**config.mk**
```make
export PLATFORM = sky130hd
export DESIGN_NAME = keypad_scan_sequencer
export DESIGN_NICKNAME = d
export VERILOG_FILES = /design/src/rtl/keypad_pkg.sv /design/src/rtl/keypad_scan_sequencer_sync2.sv /design/src/rtl/keypad_scan_sequencer.sv
export SDC_FILE = /design/constraint.sdc
export NUM_CORES = 1
export LEC_CHECK = 0
export ABC_AREA = 1
export CORE_AREA = 2 2 88 90
export DETAILED_ROUTE_END_ITERATION = 16
export DIE_AREA = 0 0 90 92
export PLACE_DENSITY = 0.65
export SETUP_SLACK_MARGIN = 0.3
export SLEW_MARGIN = 20
export SYNTH_ARGS = -nofsm -noshare
export SYNTH_HDL_FRONTEND = slang
export SYNTH_SLANG_ARGS = --single-unit
```
**constraint.sdc**
```tcl
create_clock -name clk -period 1.7 [get_ports clk]
set_input_delay 0.51 -clock clk [delete_from_list [all_inputs] [get_ports clk]]
set_output_delay 0.51 -clock clk [all_outputs]
set_load 0.005 [all_outputs]
```
**src/rtl/keypad_pkg.sv**
```systemverilog
// Shared definitions for the keypad column-scan controller.
// Provides the controller state type, the {row,col} -> hex key map,
// default tick counts for a 12 MHz clock, and a one-cold encoder
// used for both column drive and expected row patterns.
package keypad_pkg;

    typedef enum logic [1:0] {
        SCAN     = 2'd0,
        DEBOUNCE = 2'd1,
        HELD     = 2'd2,
        RELEASE  = 2'd3
    } state_t;

    // 100 us column dwell and 20 ms debounce at 12 MHz.
    localparam int DEFAULT_SCAN_TICKS     = 1200;
    localparam int DEFAULT_DEBOUNCE_TICKS = 240000;

    // Indexed by {row, col}; element 15 is listed first.
    //   r0: 1 2 3 A   r1: 4 5 6 B   r2: 7 8 9 C   r3: E(*) 0 F(#) D
    localparam logic [15:0][3:0] KEY_MAP = {
        4'hD, 4'hF, 4'h0, 4'hE,
        4'hC, 4'h9, 4'h8, 4'h7,
        4'hB, 4'h6, 4'h5, 4'h4,
        4'hA, 4'h3, 4'h2, 4'h1
    };

    // Active-low one-hot: bit idx low, all others high.
    function automatic logic [3:0] one_cold(input logic [1:0] idx);
        return ~(4'b0001 << idx);
    endfunction

endpackage

```
**src/rtl/keypad_scan_sequencer_sync2.sv**
```systemverilog
// Two-flop synchronizer for asynchronous inputs.
// Ports:
//   clk    - destination clock
//   reset  - asynchronous active-low reset; both stages go to all-ones
//   d      - asynchronous input bus
//   q      - synchronized output bus (two clk cycles of latency)
// All-ones reset matches idle pulled-up keypad rows, so nothing looks
// pressed while the pipeline refills after reset.
module sync2 #(
    parameter int WIDTH = 4
) (
    input  logic             clk,
    input  logic             reset,
    input  logic [WIDTH-1:0] d,
    output logic [WIDTH-1:0] q
);

    logic [WIDTH-1:0] meta;

    always_ff @(posedge clk or negedge reset) begin
        if (!reset) begin
            meta <= '1;
            q    <= '1;
        end else begin
            // NOTE: non-blocking so each stage takes the previous stage's old value.
            meta <= d;
            q    <= meta;
        end
    end

endmodule

```
**src/rtl/keypad_scan_sequencer.sv**
```systemverilog
// Column-scan controller for a 4x4 active-low matrix keypad.
// Drives one column low at a time, samples synchronized rows, debounces
// press and release, and emits one key_valid strobe per physical press.
// Ports:
//   clk          - system clock (12 MHz)
//   reset        - asynchronous active-low reset
//   keypad_rows  - raw row pins, active-low, asynchronous to clk
//   keypad_cols  - column drive, one-hot active-low
//   key_code     - hex code of the last accepted key, held until the next
//   key_valid    - one-cycle strobe when a new key is accepted
//   key_held     - high while the accepted key is down (through release debounce)
module keypad_scan_sequencer
    import keypad_pkg::*;
#(
    parameter int SCAN_TICKS     = DEFAULT_SCAN_TICKS,
    parameter int DEBOUNCE_TICKS = DEFAULT_DEBOUNCE_TICKS
) (
    input  logic       clk,
    input  logic       reset,
    input  logic [3:0] keypad_rows,
    output logic [3:0] keypad_cols,
    output logic [3:0] key_code,
    output logic       key_valid,
    output logic       key_held
);

    localparam int MAX_TICKS = (SCAN_TICKS > DEBOUNCE_TICKS) ? SCAN_TICKS : DEBOUNCE_TICKS;
    localparam int CNT_W     = $clog2(MAX_TICKS);
    localparam logic [CNT_W-1:0] SCAN_LAST = CNT_W'(SCAN_TICKS - 1);
    localparam logic [CNT_W-1:0] DEB_LAST  = CNT_W'(DEBOUNCE_TICKS - 1);

    logic [3:0]       rows_s;
    state_t           state;
    logic [1:0]       col;
    logic [1:0]       row;
    logic [CNT_W-1:0] cnt;
    logic             one_low;
    logic [1:0]       low_row;

    sync2 #(.WIDTH(4)) u_row_sync (
        .clk   (clk),
        .reset (reset),
        .d     (keypad_rows),
        .q     (rows_s)
    );

    // Accept only a single low row; ghosting or multi-key presses in one
    // column are skipped rather than guessed at.
    always_comb begin
        // NOTE: defaults first so every path assigns both outputs and no latch is inferred.
        one_low = 1'b1;
        low_row = 2'd0;
        case (rows_s)
            4'b1110: low_row = 2'd0;
            4'b1101: low_row = 2'd1;
            4'b1011: low_row = 2'd2;
            4'b0111: low_row = 2'd3;
            default: one_low = 1'b0;
        endcase
    end

    always_ff @(posedge clk or negedge reset) begin
        if (!reset) begin
            state       <= SCAN;
            col         <= 2'd0;
            row         <= 2'd0;
            cnt         <= '0;
            keypad_cols <= 4'b1110;
            key_code    <= 4'h0;
            key_valid   <= 1'b0;
            key_held    <= 1'b0;
        end else begin
            key_valid <= 1'b0;
            case (state)
                SCAN: begin
                    // Dwell lets the column settle and clears the sync latency.
                    if (cnt == SCAN_LAST) begin
                        cnt <= '0;
                        if (one_low) begin
                            row   <= low_row;
                            state <= DEBOUNCE;
                        end else begin
                            col         <= col + 2'd1;
                            keypad_cols <= one_cold(col + 2'd1);
                        end
                    end else begin
                        cnt <= cnt + 1'b1;
                    end
                end

                DEBOUNCE: begin
                    // Any deviation from the latched one-low pattern aborts
                    // and rescans the same column from a fresh dwell.
                    if (rows_s != one_cold(row)) begin
                        state <= SCAN;
                        cnt   <= '0;
                    end else if (cnt == DEB_LAST) begin
                        state     <= HELD;
                        cnt       <= '0;
                        key_valid <= 1'b1;
                        key_code  <= KEY_MAP[{row, col}];
                        key_held  <= 1'b1;
                    end else begin
                        cnt <= cnt + 1'b1;
                    end
                end

                HELD: begin
                    // Only the latched row matters; other rows in this
                    // column and all other columns are ignored.
                    if (rows_s[row]) begin
                        state <= RELEASE;
                        cnt   <= '0;
                    end
                end

                RELEASE: begin
                    if (!rows_s[row]) begin
                        state <= HELD;
                        cnt   <= '0;
                    end else if (cnt == DEB_LAST) begin
                        state       <= SCAN;
                        cnt         <= '0;
                        key_held    <= 1'b0;
                        col         <= col + 2'd1;
                        keypad_cols <= one_cold(col + 2'd1);
                    end else begin
                        cnt <= cnt + 1'b1;
                    end
                end

                default: begin
                    state <= SCAN;
                    cnt   <= '0;
                end
            endcase
        end
    end

endmodule

```
==> results.json, run 1 <==
{
  "path_cells": "nand2_4 > nor2_4 > nand2_2 > nand2_4 > nand3_4 > nand2_4 > nand2_8 > nand2_8 > nor2_8 > nor2_4",
  "antenna_left": 0,
  "insertion_delay_ps": 300,
  "use_met1": 0.2033,
  "clock_path_buffers": 2,
  "core_um2": 7447,
  "synth_largest_area_cell": "dfrtp_1",
  "overflow": 0,
  "crit_arrival_ps": 1790,
  "min_period_ps": 1564,
  "syn_area_um2": 2760,
  "hold_viol_final": 0,
  "synth_commonest_cells": "92 x nand2_1, 41 x nor2_1, 40 x inv_1",
  "rsz0062_at_grt": "true",
  "drv_slew": 0,
  "grt_max_degree": 43,
  "critPathMaxStageDelay_ps": 610,
  "path_depth": 10,
  "min_period_over_period": 0.9202,
  "cellLeakagePower_nw": 1.618,
  "h-tree-depth": 2,
  "grtUsageTotal": 0.1668,
  "synth_ff_type": "dfrtp_1",
  "crit_buf_inv": 0,
  "drv_cap": 0,
  "firstDrtPassIters": 4,
  "skew_ps": 8.768,
  "worstMarginPinSlew_ps": 341.7,
  "vias": 2524,
  "fin_setup_tns_ps": 0,
  "synthCells": 365,
  "ys_seq_elements": 42,
  "syn_nets": 378,
  "path_clk_slew_ps": 90,
  "finalSetupViolCount": 0,
  "worst_ep_required_time_ps": 1930,
  "drt_iter0_markers": 116,
  "finalPower_mw": 1.779,
  "cp-start-kind": "flip-flop",
  "clock-sinks": 42,
  "cts_root_buf": "clkbuf_8",
  "routed_via_density": 4.891,
  "diodes": 0,
  "cts_buffers": 5,
  "grt_pass1_wl_mm": 11.46,
  "async_flop_share": 1.000,
  "grt_util_met2": 0.3064,
  "stdcell_count": 516,
  "synth.most_common_cell": "nand2_1",
  "yosysSeqAreaShare": 0.3858,
  "drive_gt1_frac": 0.4203,
  "synth.top_cell.area_share": 0.2811,
  "die_height_um": 92,
  "fmax_ghz": 0.6392,
  "hold_class": "in2async",
  "fin_hold_ws_ps": 163.5,
  "slew_headroom": 0.7698,
  "place.port_buffers": 15,
  "dp.cells": 483,
  "status": "finished, final reports clean",
  "syn_to_final_growth_pct": 32.05,
  "synth_edf_count": 0,
  "end_kind": "flip-flop",
  "place_congestion": 0.9013,
  "final_core_util": 0.4894,
  "vdd_drop_max_mv": 0.2929,
  "critPathMaxFanout": 7,
  "rr_worst_depth": 10,
  "tritoncts": "yes",
  "drc": 0,
  "synth_cell_types": 34,
  "powerDensity_nw_per_um2": 488.2,
  "num-nets-final": 426,
  "drt-wirelength-per-cell_um": 12.99,
  "grtUsageMet3": 0.03205,
  "yosysWarnings": 0,
  "wl_mm": 6.703,
  "ios": 16,
  "post-dp-hpwl_mm": 4.594,
  "fp.dieW_um": 90,
  "busiest_layer": "met2",
  "antenna_found_initial": 0,
  "path_class": "reg2reg",
  "synthTopCellsByArea": "dfrtp_1 28%, nand2_1 13%, dfstp_2 10%, nor2_1 5.6%, inv_1 5.4%",
  "cp_slowest_cell": "dfstp_2",
  "syn_avg_cell_area_um2": 7.562,
  "crit_top_cell": "nand2_4",
  "nFillCells": 697,
  "grt_pass1_vias": 2543,
  "crit_family": "simple AND/OR/NAND/NOR gates",
  "start_util": 0.3706,
  "dieArea_um2": 8280,
  "rows": 32
}
[worst paths after layout]
check	from	to	slack (ps)
worst max-delay path	u_row_sync.q[3]	cnt[2]	140
worst min register to register	u_row_sync.meta[2]	u_row_sync.q[2]	350
max in group asynchronous	reset	u_row_sync.meta[1]	1260
worst min-delay path	reset	row[1]	160
min in group clk	u_row_sync.meta[2]	u_row_sync.q[2]	350
worst max register to register	u_row_sync.q[3]	cnt[2]	140
[report_power, final]
group	internal (mW)	switching (mW)
clock	0.289	0.367
combinational	0.0345	0.0631
sequential	1.02	0.0103
[timing repair]
action                     4_1_cts  5_1_grt
gates cloned                     0        0
gates resized for setup         75       62
hold buffers                     0        0
setup endpoints to repair       43       39
buffers inserted                19        6
pin swaps                       24       32
[layout by cell type, fill, tap and decap left out, types with 2 or more instances in the layout]
master | synthesis | layout
dfrtp_2 | 0 | 14
nor3_4 | 0 | 2
nor2_4 | 2 | 8
nor2_2 | 11 | 17
o21ai_0 | 9 | 6
nand2_2 | 6 | 17
nand2_8 | 0 | 4
nor3_1 | 8 | 5
buf_2 | 3 | 7
nand3_1 | 24 | 16
inv_1 | 40 | 34
o21ai_1 | 8 | 8
nand2_4 | 7 | 9
clkdlybuf4s50_1 | 0 | 4
nor3_2 | 1 | 2
a21oi_1 | 8 | 7
nand2_1 | 92 | 75
dfstp_2 | 11 | 11
buf_4 | 3 | 27
nand3_2 | 3 | 9
nor2_1 | 41 | 29
xor2_1 | 8 | 7
inv_2 | 7 | 11
ha_1 | 7 | 6
buf_6 | 1 | 8
nor2_8 | 3 | 3
nand4_1 | 19 | 19
nand3_4 | 2 | 4
dfrtp_1 | 31 | 17
clkbuf_2 | 0 | 3
o21ai_2 | 0 | 2
clkbuf_8 | 0 | 5
[routing by layer]
metal / up-vias / wire length [um] / part of all wire
met4: 0 / 107 / 0.016
met1: 1191 / 2893 / 0.43
li1: 1266 / - / -
met5: - / 0 / 0
met3: 11 / 261 / 0.039
met2: 56 / 3441 / 0.51
[state kept, by name, summed over array words and instances (netlist names)]
signal and cells:
cnt 18, col 2, key_code 4, key_held 1, key_valid 1, keypad_cols 4, row 2, state 2
u_row_sync.meta 4, u_row_sync.q 4
[stage by stage]
step	worst slack [ps]	area (um2)
after global placement	17.79	3067
after global routing	46.24	3645
final	135.7	3645
after floorplan	211.3	2763
after detailed placement	-22.16	3067
after CTS	149.7	3410
[cells by family after synthesis]
group,synth area share
simple gates,0.4112
buf+inv,0.08749
flops,0.3858
compound gates,0.05848
xor+xnor,0.02539
fa+ha+maj,0.03173
[area by class of cell]
class,instances,area (um2),area share
Clock buffer,5,68.82,0.01888
Clock inverter,3,21.27,0.005836
Inverter,48,195.2,0.05355
Multi-Input combinational cell,266,1747,0.4792
Sequential cell,42,1082,0.2969
Tap cell,102,127.6,0.03502
Timing Repair Buffer,50,402.9,0.1105
No activity file was read; power rests on OpenSTA's default activity.
==> run 2, diff against run 1 <==
CTS_CLUSTER_DIAMETER = 120   (was unset)
clock period = 1.85 ns   (was 1.7 ns; I/O delays follow)
==> run 2 against run 1 <==
Against the previous run:
- sequential power down 9%
- design area shrank 0.48%
- wire length increased by 3.7%
- flip-flop and latch count is the same
- sequential share of layout area is essentially flat
- final cell count fell by 0.39%
- clock skew rose by 4.3 ps
- utilization down 0.24 points
- die area unchanged
- hold slack improved by 22 ps
- via count up 0.91%
- critical path type unchanged
==> results.json, run 2 (synthesis gave the netlist of run 1 again) <==
{
  "worstMarginPinSlew_ps": 441.4,
  "clkPwrFrac": 0.373,
  "largest_register_ffs": 18,
  "place_congestion": 0.9246,
  "syn_to_final_growth_pct": 31.41,
  "power.share.combinational": 0.060,
  "ctsHoldBuffers": 0,
  "tritoncts": "yes",
  "worst_ep_required_time_ps": 2050,
  "drt-wirelength-per-cell_um": 13.52,
  "finalSetupViolCount": 0,
  "fin_hold_ws_ps": 185.3,
  "rows": 32,
  "final_core_util": 0.4871,
  "clock_path_buffers": 2,
  "antenna_found_initial": 0,
  "seqPwrFrac": 0.567,
  "hold_class": "in2async",
  "min_period_over_period": 0.8750,
  "post-dp-hpwl_mm": 4.579,
  "diodes": 0,
  "layout_commonest_cell": "nand2_1",
  "critPathMaxFanout": 8,
  "vias": 2547,
  "path_clk_slew_ps": 80,
  "switching_share": 0.2342,
  "rr_startpoint": "cnt[8]",
  "clock-sinks": 42,
  "insertion_delay_ps": 300,
  "drv_slew": 0,
  "rsz0062_at_grt": "true",
  "powerDensity_nw_per_um2": 457.7,
  "ios": 16,
  "cts_buffers": 5,
  "drive_gt1_frac": 0.3544,
  "cellLeakagePower_nw": 1.650,
  "fp.dieW_um": 90,
  "core_um2": 7447,
  "slew_headroom": 0.7057,
  "fmax_ghz": 0.6177,
  "grt_pass1_vias": 2481,
  "crit_arrival_ps": 1820,
  "fin_setup_tns_ps": 0,
  "overflow": 0,
  "routed_via_density": 4.955,
  "firstDrtPassIters": 4,
  "cts_root_buf": "clkbuf_8",
  "cp-start-kind": "flip-flop",
  "status": "finished, final reports clean",
  "drv_cap": 0,
  "path_class": "reg2reg",
  "drt_iter0_markers": 88,
  "start_util": 0.3706,
  "place.port_buffers": 15,
  "end_kind": "flip-flop",
  "die_height_um": 92,
  "num-nets-final": 424,
  "layout_common_cells": "79 x nand2_1, 38 x inv_1, 34 x nor2_1",
  "p_sw_uw": 388.9,
  "grt_max_degree": 26,
  "grtUsageTotal": 0.1728,
  "min_period_ps": 1619,
  "wl_mm": 6.949,
  "h-tree-depth": 2,
  "largest-register": "cnt",
  "dieArea_um2": 8280,
  "antenna_left": 0,
  "internal_power_mw": 1.271,
  "grt_pass1_wl_mm": 11.49,
  "drc": 0,
  "skew_ps": 13.11,
  "startpoint": "cnt[8]",
  "hold_viol_final": 0,
  "vdd_drop_max_mv": 0.2711
}
run 2: per-layer routing:
layer,part of all wire,global-route usage,vias up,routed length [um]
met5,0,0,-,0
li1,-,-,1259,-
met3,0.035,0.02958,14,244
met1,0.42,0.2042,1218,2949
met4,0.022,0.05769,0,156
met2,0.52,0.3177,56,3599
run 2: final cells by class:
| class | count | area, um2 |
|---|---|---|
| sequential | 42 | 1076 |
| clock inverter | 1 | 5.005 |
| fill | 714 | 3820 |
| tap | 102 | 127.6 |
| clock buffer | 7 | 86.33 |
| inverter | 48 | 192.7 |
| timing repair buffer | 48 | 409.1 |
| multi-input combinational | 266 | 1730 |
run 2: power groups by stage:
stage	clock [mW]	sequential, mW	combinational [mW]
2_1_floorplan	0	0.956	0.0288
3_3_place_gp	0	0.957	0.0689
3_5_place_dp	0	0.957	0.0699
4_1_cts	0.639	0.940	0.0916
5_1_grt	0.679	0.942	0.109
6_report	0.620	0.941	0.0993
run 2: critical path: stages (launching register included):
cell and delay (ps):
dfrtp_1 510, nand4_1 200, nor2_2 190, nand3_4 160, nand2_8 130, nand2_8 80
nor2_8 180, nor2_2 50
run 2: repair_timing:
item                                    4_1_cts  5_1_grt
gates resized for setup                      70       30
endpoints found under the hold margin         0        0
gates cloned                                  0        0
pin swaps                                    20       20
buffers inserted                             23        5
endpoints found under the setup margin       42       34
run 2: final timing paths:
| check | end | depth (start not counted) | slack (ps) |
|---|---|---|---|
| hold / removal | keypad_cols[0] | 1 | 190 |
| setup reg to reg | cnt[2] | 7 | 230 |
| min in group clk | u_row_sync.q[1] | 0 | 340 |
| hold reg to reg | u_row_sync.q[1] | 0 | 340 |
| setup / recovery | cnt[2] | 7 | 230 |
| max in group asynchronous | u_row_sync.meta[2] | 2 | 1100 |
run 2: per-stage QoR:
stage / area (um2) / power, mW / instances / setup slack [ps]
floorplan: 2760 / 0.9848 / 365 / 348.6
global placement: 3027 / 1.026 / 478 / 96.13
detailed placement: 3027 / 1.027 / 478 / 75.29
CTS: 3492 / 1.671 / 509 / 223.1
global route: 3627 / 1.730 / 514 / 129.2
finish: 3627 / 1.660 / 514 / 231.2
==> run 3, diff against run 2 <==
CAP_MARGIN = 5   (was unset)
CORE_AREA = 2 2 69 71   (was 2 2 88 90)
DIE_AREA = 0 0 71 73   (was 0 0 90 92)
PLACE_DENSITY = 0.93   (was 0.65)
==> run 3 against run 2 <==
Against the previous run:
- non-clock buffer count is 9 lower
- register-to-register slack worse by 20 ps
- utilization increased by 27 points
- die area is 37% lower
- clock power is 3% higher
- critical path type unchanged
- critical endpoint is now cnt[4]
- largest cell class unchanged
- largest power group unchanged
- highest routed layer unchanged
==> results.json, run 3 (synthesis gave the netlist of run 1 again) <==
{
  "status": "finished, final reports clean",
  "rsz0062_at_grt": "true",
  "cts_buffers": 5,
  "slew_headroom": 0.6483,
  "critPathMaxFanout": 7,
  "largest-register": "cnt",
  "rows": 25,
  "vias": 2697,
  "path_class": "reg2reg",
  "path_clk_slew_ps": 90,
  "layout_common_cells": "82 x nand2_1, 36 x inv_1, 31 x nor2_1",
  "syn_to_final_growth_pct": 24.21,
  "die_height_um": 73,
  "diodes": 0,
  "start_util": 0.6086,
  "grt_pass1_wl_mm": 10.45,
  "fin_hold_ws_ps": 298.4,
  "ctsHoldBuffers": 0,
  "stdcell_count": 457,
  "wl_mm": 7.601,
  "fp.dieW_um": 71,
  "core_um2": 4536,
  "hold_viol_final": 0,
  "fin_setup_tns_ps": 0,
  "worst_ep_required_time_ps": 2050,
  "grt_max_degree": 43,
  "crit_arrival_ps": 1840,
  "multi_input_area_um2": 1683,
  "drt_iter0_markers": 370,
  "dieArea_um2": 5183,
  "routed_via_density": 5.902,
  "antenna_left": 0,
  "firstDrtPassIters": 6,
  "h-tree-depth": 2,
  "ios": 16,
  "cts_root_buf": "clkbuf_8",
  "powerDensity_nw_per_um2": 488.3,
  "drv_cap": 0,
  "antenna_found_initial": 0,
  "drive_gt1_frac": 0.3375,
  "dp.cells": 428,
  "grt_pass1_vias": 2291,
  "overflow": 0,
  "clock-sinks": 42,
  "worstMarginPinSlew_ps": 527.5,
  "vdd_drop_max_mv": 0.4171,
  "fmax_ghz": 0.6099,
  "layout_commonest_cell": "nand2_1",
  "final_core_util": 0.7559,
  "min_period_ps": 1640,
  "clock_path_buffers": 2,
  "min_period_over_period": 0.8863,
  "num-nets-final": 415,
  "tritoncts": "yes",
  "cellLeakagePower_nw": 1.567,
  "cp-start-kind": "flip-flop",
  "grtUsageTotal": 0.2575,
  "insertion_delay_ps": 310,
  "place_congestion": 0.9070,
  "drc": 0,
  "post-dp-hpwl_mm": 4.202,
  "place.port_buffers": 15,
  "largest_register_ffs": 18,
  "regArea_um2": 1077,
  "finalSetupViolCount": 0,
  "skew_ps": 6.013,
  "drv_slew": 0,
  "drt-wirelength-per-cell_um": 16.63,
  "nFillCells": 298,
  "end_kind": "flip-flop",
  "hold_class": "in2async"
}
run 3: changes by cell type in the layout (fill, tap and decap cells not counted), sizes merged:
cell	change
clkbuf	-2
clkinvlp	+1
inv	+1
buf	-9
run 3: report_power, final:
part | switching, mW | internal [mW] | total [mW]
clock | 0.366 | 0.273 | 0.639
sequential | 0.00961 | 0.934 | 0.943
combinational | 0.0607 | 0.0313 | 0.0920
run 3: layout make-up:
| class | instances | area share |
|---|---|---|
| repair buffers | 39 | 0.09234 |
| clock buffers | 5 | 0.02007 |
| multi-input cells | 266 | 0.4909 |
| clock inverters | 3 | 0.007299 |
| inverters | 48 | 0.05547 |
| well taps | 54 | 0.01971 |
| flip-flops and latches | 42 | 0.3142 |
run 3: path summary, 6_finish.rpt:
path,start,end,slack [ps],depth (start not counted)
setup reg to reg,row[1],cnt[4],210,10
max in group asynchronous,reset,cnt[13],1150,2
hold / removal,reset,key_code[1],300,2
hold reg to reg,u_row_sync.meta[0],u_row_sync.q[0],360,0
setup / recovery,row[1],cnt[4],210,10
min in group clk,u_row_sync.meta[0],u_row_sync.q[0],360,0
run 3: critical path: stages (launching register included):
cell     delay, ps
dfrtp_2        490
nand2_2        120
nand3_2        110
nand2_4        160
inv_4           60
nand2_2         90
nand2_2         70
nand2_4        140
nand2_8        100
nor2_8         150
nor2_2          40
run 3: layer usage:
metal | part of all wire | track usage
met5 | 0 | 0
met2 | 0.50 | 0.4195
met1 | 0.40 | 0.3269
met3 | 0.054 | 0.04696
met4 | 0.052 | 0.1384
run 3: stage by stage:
stage	cell area [um2]	setup WS (ps)	power, mW
after floorplan	2760	348.6	0.9848
after global placement	2939	194.9	1.018
after detailed placement	2939	153.4	1.021
after CTS	3188	217.0	1.654
after global routing	3428	100.8	1.712
final	3428	210.3	1.674
run 3: timing repair:
item,in CTS,in global routing
setup endpoints to repair,42,34
endpoints found under the hold margin,0,0
gates resized for setup,42,53
pin swaps,12,20
setup buffers,10,11
